**src/rtl/pll_lock_supervisor.sv**
```systemverilog
// pll_lock_supervisor
// Sequences the ECP5 EHXPLLL pixel-clock PLL: pulses PLL RST, filters the
// asynchronous LOCK, retries a PLL that will not lock, latches a sticky fault
// after repeated failures and holds the downstream pipeline in reset until the
// output clock has been stable for LOCK_FILTER_CYCLES.
// Build option: define PLL_SUP_RELOCK_RESET_EN to re-pulse pll_rst after a lock
// loss in RUN; by default a lock loss only re-enters WAIT_LOCK.
// All logic runs on the free-running board clock (clkin).
module pll_lock_supervisor #(
    parameter int PLL_RST_CYCLES      = 16,
    parameter int LOCK_TIMEOUT_CYCLES = 2500000,
    parameter int LOCK_FILTER_CYCLES  = 1024,
    parameter int MAX_RETRIES         = 7
) (
    input  logic       clkin,
    input  logic       rst,
    input  logic       pll_locked,
    output logic       pll_rst,
    output logic       sys_rst,
    output logic       ready,
    output logic       fault,
    output logic [2:0] retry_count,
    output logic [7:0] lock_loss_count,
    output logic [2:0] state
);

    localparam int PW = $clog2(PLL_RST_CYCLES + 1);
    localparam int TW = $clog2(LOCK_TIMEOUT_CYCLES + 1);
    localparam int FW = $clog2(LOCK_FILTER_CYCLES + 1);

    typedef enum logic [2:0] {
        ST_RESET     = 3'd0,
        ST_WAIT_LOCK = 3'd1,
        ST_FILTER    = 3'd2,
        ST_RUN       = 3'd3,
        ST_FAULT     = 3'd4
    } state_t;

    state_t          state_q;
    logic            pll_rst_q;
    logic            sys_rst_q;
    logic            ready_q;
    logic            fault_q;
    logic [2:0]      retry_q;
    logic [7:0]      loss_q;
    logic [PW-1:0]   pulse_cnt_q;
    logic [TW-1:0]   tmo_cnt_q;
    logic [FW-1:0]   flt_cnt_q;
    logic            lk_meta_q;
    logic            lk_sync_q;

    logic            lk;
    logic            pulse_done;
    logic            tmo_hit;
    logic            flt_done;
    logic            retry_max;
    logic [7:0]      loss_d;

    // Lock counter saturates so a flapping PLL never wraps back to a small count.
    function automatic logic [7:0] sat_inc8(input logic [7:0] v);
        return (v == 8'hFF) ? v : v + 8'd1;
    endfunction

    // Two-flop synchroniser for the asynchronous PLL LOCK output (data path, no reset).
    always_ff @(posedge clkin) begin
        lk_meta_q <= pll_locked;
        lk_sync_q <= lk_meta_q;
    end

    assign lk         = lk_sync_q;
    assign pulse_done = (pulse_cnt_q == PW'(PLL_RST_CYCLES - 1));
    assign tmo_hit    = (tmo_cnt_q == TW'(LOCK_TIMEOUT_CYCLES - 1));
    assign flt_done   = lk && (flt_cnt_q == FW'(LOCK_FILTER_CYCLES - 1));
    assign retry_max  = (retry_q == 3'(MAX_RETRIES));
    assign loss_d     = sat_inc8(loss_q);

    // Supervisor FSM with registered outputs; rst overrides every state.
    always_ff @(posedge clkin) begin
        if (rst) begin
            state_q     <= ST_RESET;
            pll_rst_q   <= 1'b1;
            sys_rst_q   <= 1'b1;
            ready_q     <= 1'b0;
            fault_q     <= 1'b0;
            retry_q     <= '0;
            loss_q      <= '0;
            pulse_cnt_q <= '0;
            tmo_cnt_q   <= '0;
            flt_cnt_q   <= '0;
        end else begin
            case (state_q)
                ST_RESET: begin
                    if (pulse_done) begin
                        state_q   <= ST_WAIT_LOCK;
                        pll_rst_q <= 1'b0;
                        tmo_cnt_q <= '0;
                        flt_cnt_q <= '0;
                    end else begin
                        pulse_cnt_q <= pulse_cnt_q + PW'(1);
                    end
                end
                ST_WAIT_LOCK, ST_FILTER: begin
                    if (state_q == ST_FILTER && flt_done) begin
                        // Filter completion beats a coincident timeout.
                        state_q   <= ST_RUN;
                        sys_rst_q <= 1'b0;
                        ready_q   <= 1'b1;
                        retry_q   <= '0;
                    end else if (tmo_hit) begin
                        if (retry_max) begin
                            state_q <= ST_FAULT;
                            fault_q <= 1'b1;
                        end else begin
                            state_q     <= ST_RESET;
                            retry_q     <= retry_q + 3'd1;
                            pulse_cnt_q <= '0;
                        end
                        pll_rst_q <= 1'b1;
                    end else begin
                        // Timeout keeps counting across FILTER->WAIT_LOCK bounces.
                        tmo_cnt_q <= tmo_cnt_q + TW'(1);
                        if (state_q == ST_WAIT_LOCK) begin
                            if (lk) begin
                                state_q   <= ST_FILTER;
                                flt_cnt_q <= '0;
                            end
                        end else if (lk) begin
                            flt_cnt_q <= flt_cnt_q + FW'(1);
                        end else begin
                            state_q   <= ST_WAIT_LOCK;
                            flt_cnt_q <= '0;
                        end
                    end
                end
                ST_RUN: begin
                    if (!lk) begin
                        loss_q    <= loss_d;
                        sys_rst_q <= 1'b1;
                        ready_q   <= 1'b0;
`ifdef PLL_SUP_RELOCK_RESET_EN
                        state_q     <= ST_RESET;
                        pll_rst_q   <= 1'b1;
                        pulse_cnt_q <= '0;
`else
                        state_q   <= ST_WAIT_LOCK;
                        tmo_cnt_q <= '0;
                        flt_cnt_q <= '0;
`endif
                    end
                end
                ST_FAULT: begin
                    pll_rst_q <= 1'b1;
                    sys_rst_q <= 1'b1;
                    ready_q   <= 1'b0;
                    fault_q   <= 1'b1;
                end
                default: begin
                    state_q     <= ST_RESET;
                    pll_rst_q   <= 1'b1;
                    sys_rst_q   <= 1'b1;
                    ready_q     <= 1'b0;
                    pulse_cnt_q <= '0;
                end
            endcase
        end
    end

    assign pll_rst         = pll_rst_q;
    assign sys_rst         = sys_rst_q;
    assign ready           = ready_q;
    assign fault           = fault_q;
    assign retry_count     = retry_q;
    assign lock_loss_count = loss_q;
    assign state           = state_q;

endmodule
```
**config.mk**
```make
export PLATFORM = sky130hd
export DESIGN_NAME = pll_lock_supervisor
export DESIGN_NICKNAME = d
export VERILOG_FILES = /design/src/rtl/pll_lock_supervisor.sv
export SDC_FILE = /design/constraint.sdc
export NUM_CORES = 1
export LEC_CHECK = 0
export ABC_AREA = 1
export CAP_MARGIN = 0
export CORE_UTILIZATION = 30
export DETAILED_ROUTE_END_ITERATION = 10
export PLACE_DENSITY = 0.5
export SYNTH_ARGS = -nofsm -noshare
export SYNTH_HDL_FRONTEND = slang
export SYNTH_SLANG_ARGS = --single-unit
```
**constraint.sdc**
```tcl
create_clock -name clkin -period 3.1 [get_ports clkin]
set_input_delay 0.62 -clock clkin [delete_from_list [all_inputs] [get_ports clkin]]
set_output_delay 0.62 -clock clkin [all_outputs]
set_load 0.01 [all_outputs]
```
[After elaboration in Yosys (flattened, before gate mapping)]
Cells that the tools add are included.
Operators by class
  multipliers: 0
  mux-type cells: 43
  shifts and indexed selects: 0
  add/subtract/negate cells: 5
  magnitude comparators: 0
  reductions and logical operators: 17
  eq/ne operators: 21
  bitwise gates (word level): 6
  divide/modulo/power cells: 0
Operator list (count)
  $mux 22: 4
  $mux 11: 7
  $pmux 22 s3: 1
  $pmux 11 s3: 1
  $mux 3: 10
  $add 22x1->22 const B: 1
  $eq 22x22->1 const B: 1
  $mux 5: 4
  $ne 2x2->1 const B: 9
  $pmux 5 s3: 1
  $pmux 3 s4: 1
  $reduce_and 3->1: 4
  $add 11x1->11 const B: 1
  $eq 11x10->1 const B: 1
  $mux 1: 10
  $reduce_and 5->1: 2
  $pmux 1 s3: 3
  $add 8x1->8 const B: 1
  $eq 8x8->1 const B: 1
  $reduce_and 4->1: 2
  $eq 3x2->1 const B: 2
  $eq 3x3->1 const B: 2
  $not 1->1: 6
  $reduce_and 6->1: 1
  13 further kinds: 16
Storage, ports and cells
  memories kept: 0
  RAM bits: 0
  latch bits: 0
  bits in read-only memories: 0
  bits in registers: 58

[Depth between registers and ports, before layout]
  word-level depth: 6
  mapped depth: 13
  mapped depth without buffers: 13

[Worst setup path after synthesis]
OpenSTA, ideal clock, no wires.
  path kind: register -> register
  start point: register pulse_cnt_q[0]
  end point: register tmo_cnt_q[10]
  data required time: 2.985 ns
  path buffers: 1
  arrival time: 1.572 ns
  stages on the path, launching flop included: 13
  slack: 1.413 ns
  cell sequence: dfxtp_1 -> ha_1 -> nand2_1 -> nor2_1 -> ha_1 -> nor2_2 -> nor2_1 -> nand3_2 -> nor2_4 -> buf_6 -> nand3_1 -> nand2_1 -> nor2_1
On the way
  longest elaborated chain between the ends: 3
RTL lines
  from (decl): RTL line 46  | logic [PW-1:0] pulse_cnt_q;
  from (signal assigned): RTL line 99  | pulse_cnt_q <= pulse_cnt_q + PW'(1);
  $eq 5x4->1: RTL line 71  | assign pulse_done = (pulse_cnt_q == PW'(PLL_RST_CYCLES - 1));
  $ne 2x2->1 (no line)
  $reduce_and 5->1 (no line)
  to (signal assigned): RTL line 121  | tmo_cnt_q <= tmo_cnt_q + TW'(1);
  to (decl): RTL line 47  | logic [TW-1:0] tmo_cnt_q;
No other way between the ends.
A chain may end at the register's enable or synchronous reset.

[Worst setup path in the final report]
  start point: register state_q[1], in the netlist state[1]
  end point: register tmo_cnt_q[10]
On the way
  longest elaborated chain between the ends: 4
  elaborated cells between the ends (all ways): 13
RTL lines
  from (decl): RTL line 39  | state_t state_q;
  from (signal assigned): RTL line 80  | state_q <= ST_RESET;
  from (signal assigned): RTL line 94  | state_q <= ST_WAIT_LOCK;
  from (signal assigned): RTL line 105  | state_q <= ST_RUN;
  $eq 3x2->1 or $eq 3x1->1 (tied branches): RTL line 91, 103
  $reduce_or 2->1 or $logic_and 1x1->1 (tied branches): RTL line 91, 103
  $ne 2x2->1 (no line) or $reduce_bool 3->1 (tied branches)
  $reduce_and 5->1 (no line)
Several ways; a longest one is shown, not always the timed one.

==> load_flow_metrics.sql <==
INSERT INTO impl_metrics (metric_group, metric, value, unit) VALUES
('place', 'dpl.hpwl', '5750', 'microns'),
('synthesis', 'synth.lib_cells_used.distinct', '31', ''),
('setup_path', 'arrival', '2.62', 'ns'),
('sta', 'setup_viol_count_final', '0', ''),
('setup_path', 'timing.setup.critical_path_class', 'reg2reg', ''),
('sta', 'final-hold-violation-count', '0', ''),
('sta', 'worst_clock_skew', '0.01151', 'ns'),
('place', 'place.detailed.instances', '659', ''),
('clocking', 'htreeDepth', '3', ''),
('power_and_ir_drop', 'switchingPower', '0.0003276', 'W'),
('floorplan', 'rows', '37', ''),
('layout', 'fin_cells', '673', ''),
('synthesis', 'number_of_enable_type_register_cells_in_the_synthesized_netlist', '0', ''),
('global_route', 'initial_antenna_violation_count', '0', ''),
('place', 'port_buffers', '20', ''),
('clocking', 'insertion_delay', '0.34', 'ns'),
('power_and_ir_drop', 'netSwitchingFraction', '0.2357', ''),
('synthesis', 'netlist_area', '3304', 'sq um'),
('synthesis', 'ys_seq_elements', '58', ''),
('floorplan', 'die_w', '107.0', 'microns'),
('clocking', 'post_cts.resized_instances', '0', ''),
('drt', 'overall_routed_net_length', '8163', 'microns'),
('clocking', 'cts_tree', 'yes', ''),
('sta', 'fin_crit', '2.386', 'ns'),
('layout', 'syn2layout_area_growth', '14.01', '%'),
('sta', 'min_period_over_period', '0.7696', ''),
('clocking', 'ctsHoldBuffers', '0', ''),
('drt', 'via_per_inst', '4.840', ''),
('layout', 'multi_input_area', '1867', 'sq um'),
('place', 'final_weighted_congestion_in_routability_driven_placement', '0.8077', ''),
('drt', 'vias', '3257', ''),
('layout', 'fillers', '1112', ''),
('drt', 'drc', '0', ''),
('min_path', 'holdCritPathClass', 'reg2reg', ''),
('power_and_ir_drop', 'power.share.clock', '0.431', ''),
('setup_path', 'worstPathMaxFanout', '36', ''),
('floorplan', 'initial_core_utilization', '0.3144', ''),
('floorplan', 'floorplan.core_area', '10510', 'sq um'),
('setup_path', 'cpMaxStageDelayCell', 'sky130_fd_sc_hd__dfxtp_1', ''),
('setup_path', 'regToRegStartpoint', 'state[1]', ''),
('power_and_ir_drop', 'power', '0.001390', 'W'),
('drt', 'drt_antenna_net_count', '0', ''),
('sta', 'setup_total_negative_slack', '0', 'ns'),
('clocking', 'clock_tree.root_cell', 'sky130_fd_sc_hd__clkbuf_8', ''),
('layout', 'layout.cells.most_common', 'sky130_fd_sc_hd__nand2_1', ''),
('drt', 'wl_per_cell', '12.13', 'microns'),
('min_path', 'min-delay-start', 'lk_meta_q', ''),
('power_and_ir_drop', 'comb_power_share', '0.025', ''),
('setup_path', 'critPathRequiredTime', '3.33', 'ns'),
('clocking', 'clkTransAtPathRegs', '0.07', 'ns'),
('synthesis', 'ys_dominant_reg_cell', 'sky130_fd_sc_hd__dfxtp_1', ''),
('synthesis', 'synth_warnings', '0', ''),
('global_route', 'gr-usage-all-layers', '0.1549', ''),
('power_and_ir_drop', 'worst_ir_drop_vdd', '0.2120', 'mV'),
('min_path', 'min_path_cells', '0', ''),
('setup_path', 'setup.worst_path.start', 'state[1]', ''),
('layout', 'mostFrequentLayoutCells', 'sky130_fd_sc_hd__nand2_1 (121), sky130_fd_sc_hd__nor2_1 (98), sky130_fd_sc_hd__dfxtp_1 (58), sky130_fd_sc_hd__nand3_1 (55), sky130_fd_sc_hd__inv_1 (45)', ''),
('global_route', 'globalRoute.totalOverflow', '0', ''),
('layout', 'post_layout_net_count', '544', ''),
('sta', 'final_max_slew_viol_count', '0', ''),
('sta', 'tightest_slew', '0.5101', 'ns'),
('clocking', 'cts-buffers-inserted', '9', ''),
('setup_path', 'r2r.worst_path.cells', '10', ''),
('flow_run', 'max_cap_violations', '0', ''),
('drt', 'dr.first_iter.drc_count', '188', ''),
('run_status', 'status', 'finished clean', ''),
('setup_path', 'critPathLaunchType', 'flop', ''),
('layout', 'antenna_cells_inserted', '0', ''),
('floorplan', 'die_y', '107.0', 'microns'),
('power_and_ir_drop', 'seqPwrFrac', '0.544', ''),
('clocking', 'number_of_buffers_inserted_to_repair_setup_after_cts', '0', '');
==> worst max-delay path, delay by kind of cell (launching register included) <==
kind          cells  cell delay (ns)
buf+inv           2             0.66
simple gates      8             1.12
flops             1             0.48
==> routing by layer <==
layer	up-vias	global-route usage	share of wire	routed length [microns]
met4	0	0.06360	0.015	124
met2	67	0.2355	0.44	3586
met3	11	0.03343	0.048	389
li1	1703	-	-	-
met5	-	0	0	0
met1	1476	0.2114	0.50	4063
==> sequential cells by signal (all words and copies together), names as in the netlist <==
name             count
tmo_cnt_q           22
flt_cnt_q           11
lock_loss_count      8
pulse_cnt_q          5
retry_count          3
state                3
fault                1
lk                   1
lk_meta_q            1
pll_rst              1
ready                1
sys_rst              1
==> synthesized netlist by cell type (2+ instances only) <==
cell type,number,area share
sky130_fd_sc_hd__o21ai_0,15,0.023
sky130_fd_sc_hd__nand2_2,5,0.0095
sky130_fd_sc_hd__nor4_1,2,0.0038
sky130_fd_sc_hd__dfxtp_1,58,0.35
sky130_fd_sc_hd__ha_1,7,0.027
sky130_fd_sc_hd__nand2_1,121,0.14
sky130_fd_sc_hd__nor2_2,4,0.0076
sky130_fd_sc_hd__inv_1,45,0.051
sky130_fd_sc_hd__inv_2,4,0.0045
sky130_fd_sc_hd__nor2_1,98,0.11
sky130_fd_sc_hd__nor3_1,5,0.0076
sky130_fd_sc_hd__xor2_1,8,0.021
sky130_fd_sc_hd__xnor2_1,2,0.0053
sky130_fd_sc_hd__buf_2,2,0.0030
sky130_fd_sc_hd__a21oi_1,42,0.064
sky130_fd_sc_hd__nor3b_1,2,0.0045
sky130_fd_sc_hd__nand4_1,13,0.025
sky130_fd_sc_hd__nand3_1,55,0.083
sky130_fd_sc_hd__nand3_2,3,0.0091
sky130_fd_sc_hd__buf_6,5,0.017
sky130_fd_sc_hd__o21bai_1,2,0.0045
sky130_fd_sc_hd__clkbuf_1,6,0.0068
==> area by class of cell <==
type,count,area share
Tap cell,136,0.04517
Clock buffer,11,0.03753
Clock inverter,3,0.004650
Inverter,50,0.04982
Sequential cell,58,0.3082
Timing Repair Buffer,23,0.05912
Multi-Input combinational cell,392,0.4955
==> power by group through the flow <==
stage	registers [W]	clock network, W	logic (W)
after floorplan	0.000769	0	0.0000260
after global placement	0.000772	0	0.0000351
after detailed placement	0.000772	0	0.0000359
after CTS	0.000755	0.000622	0.0000360
after global routing	0.000756	0.000663	0.0000421
final	0.000756	0.000599	0.0000354
==> stage by stage <==
| stage | setup slack, ns | instance area (sq um) | utilization |
|---|---|---|---|
| finish | 0.7144 | 3767 | 0.3585 |
| global route | 0.4263 | 3767 | 0.3585 |
| CTS | 0.7382 | 3767 | 0.3585 |
| detailed placement | 0.7457 | 3608 | 0.3434 |
| global placement | 0.8370 | 3608 | 0.3434 |
| floorplan | 1.413 | 3304 | - |
==> worst paths after layout <==
kind	endpoint	slack, ns
max	tmo_cnt_q[10]	0.71
max reg2reg	tmo_cnt_q[10]	0.71
min	lk	0.33
min reg2reg	lk	0.33
==> cells by family after synthesis <==
group | count (synthesis) | share of synthesized area
buffers and inverters | 63 | 0.08368
adders and majority gates | 7 | 0.02650
DFF | 58 | 0.3514
AOI/OAI and AO/OA | 62 | 0.09769
and+or+nand+nor | 313 | 0.4142
xor gates and xnor gates | 10 | 0.02651
Power figures use the tool's default switching activity.
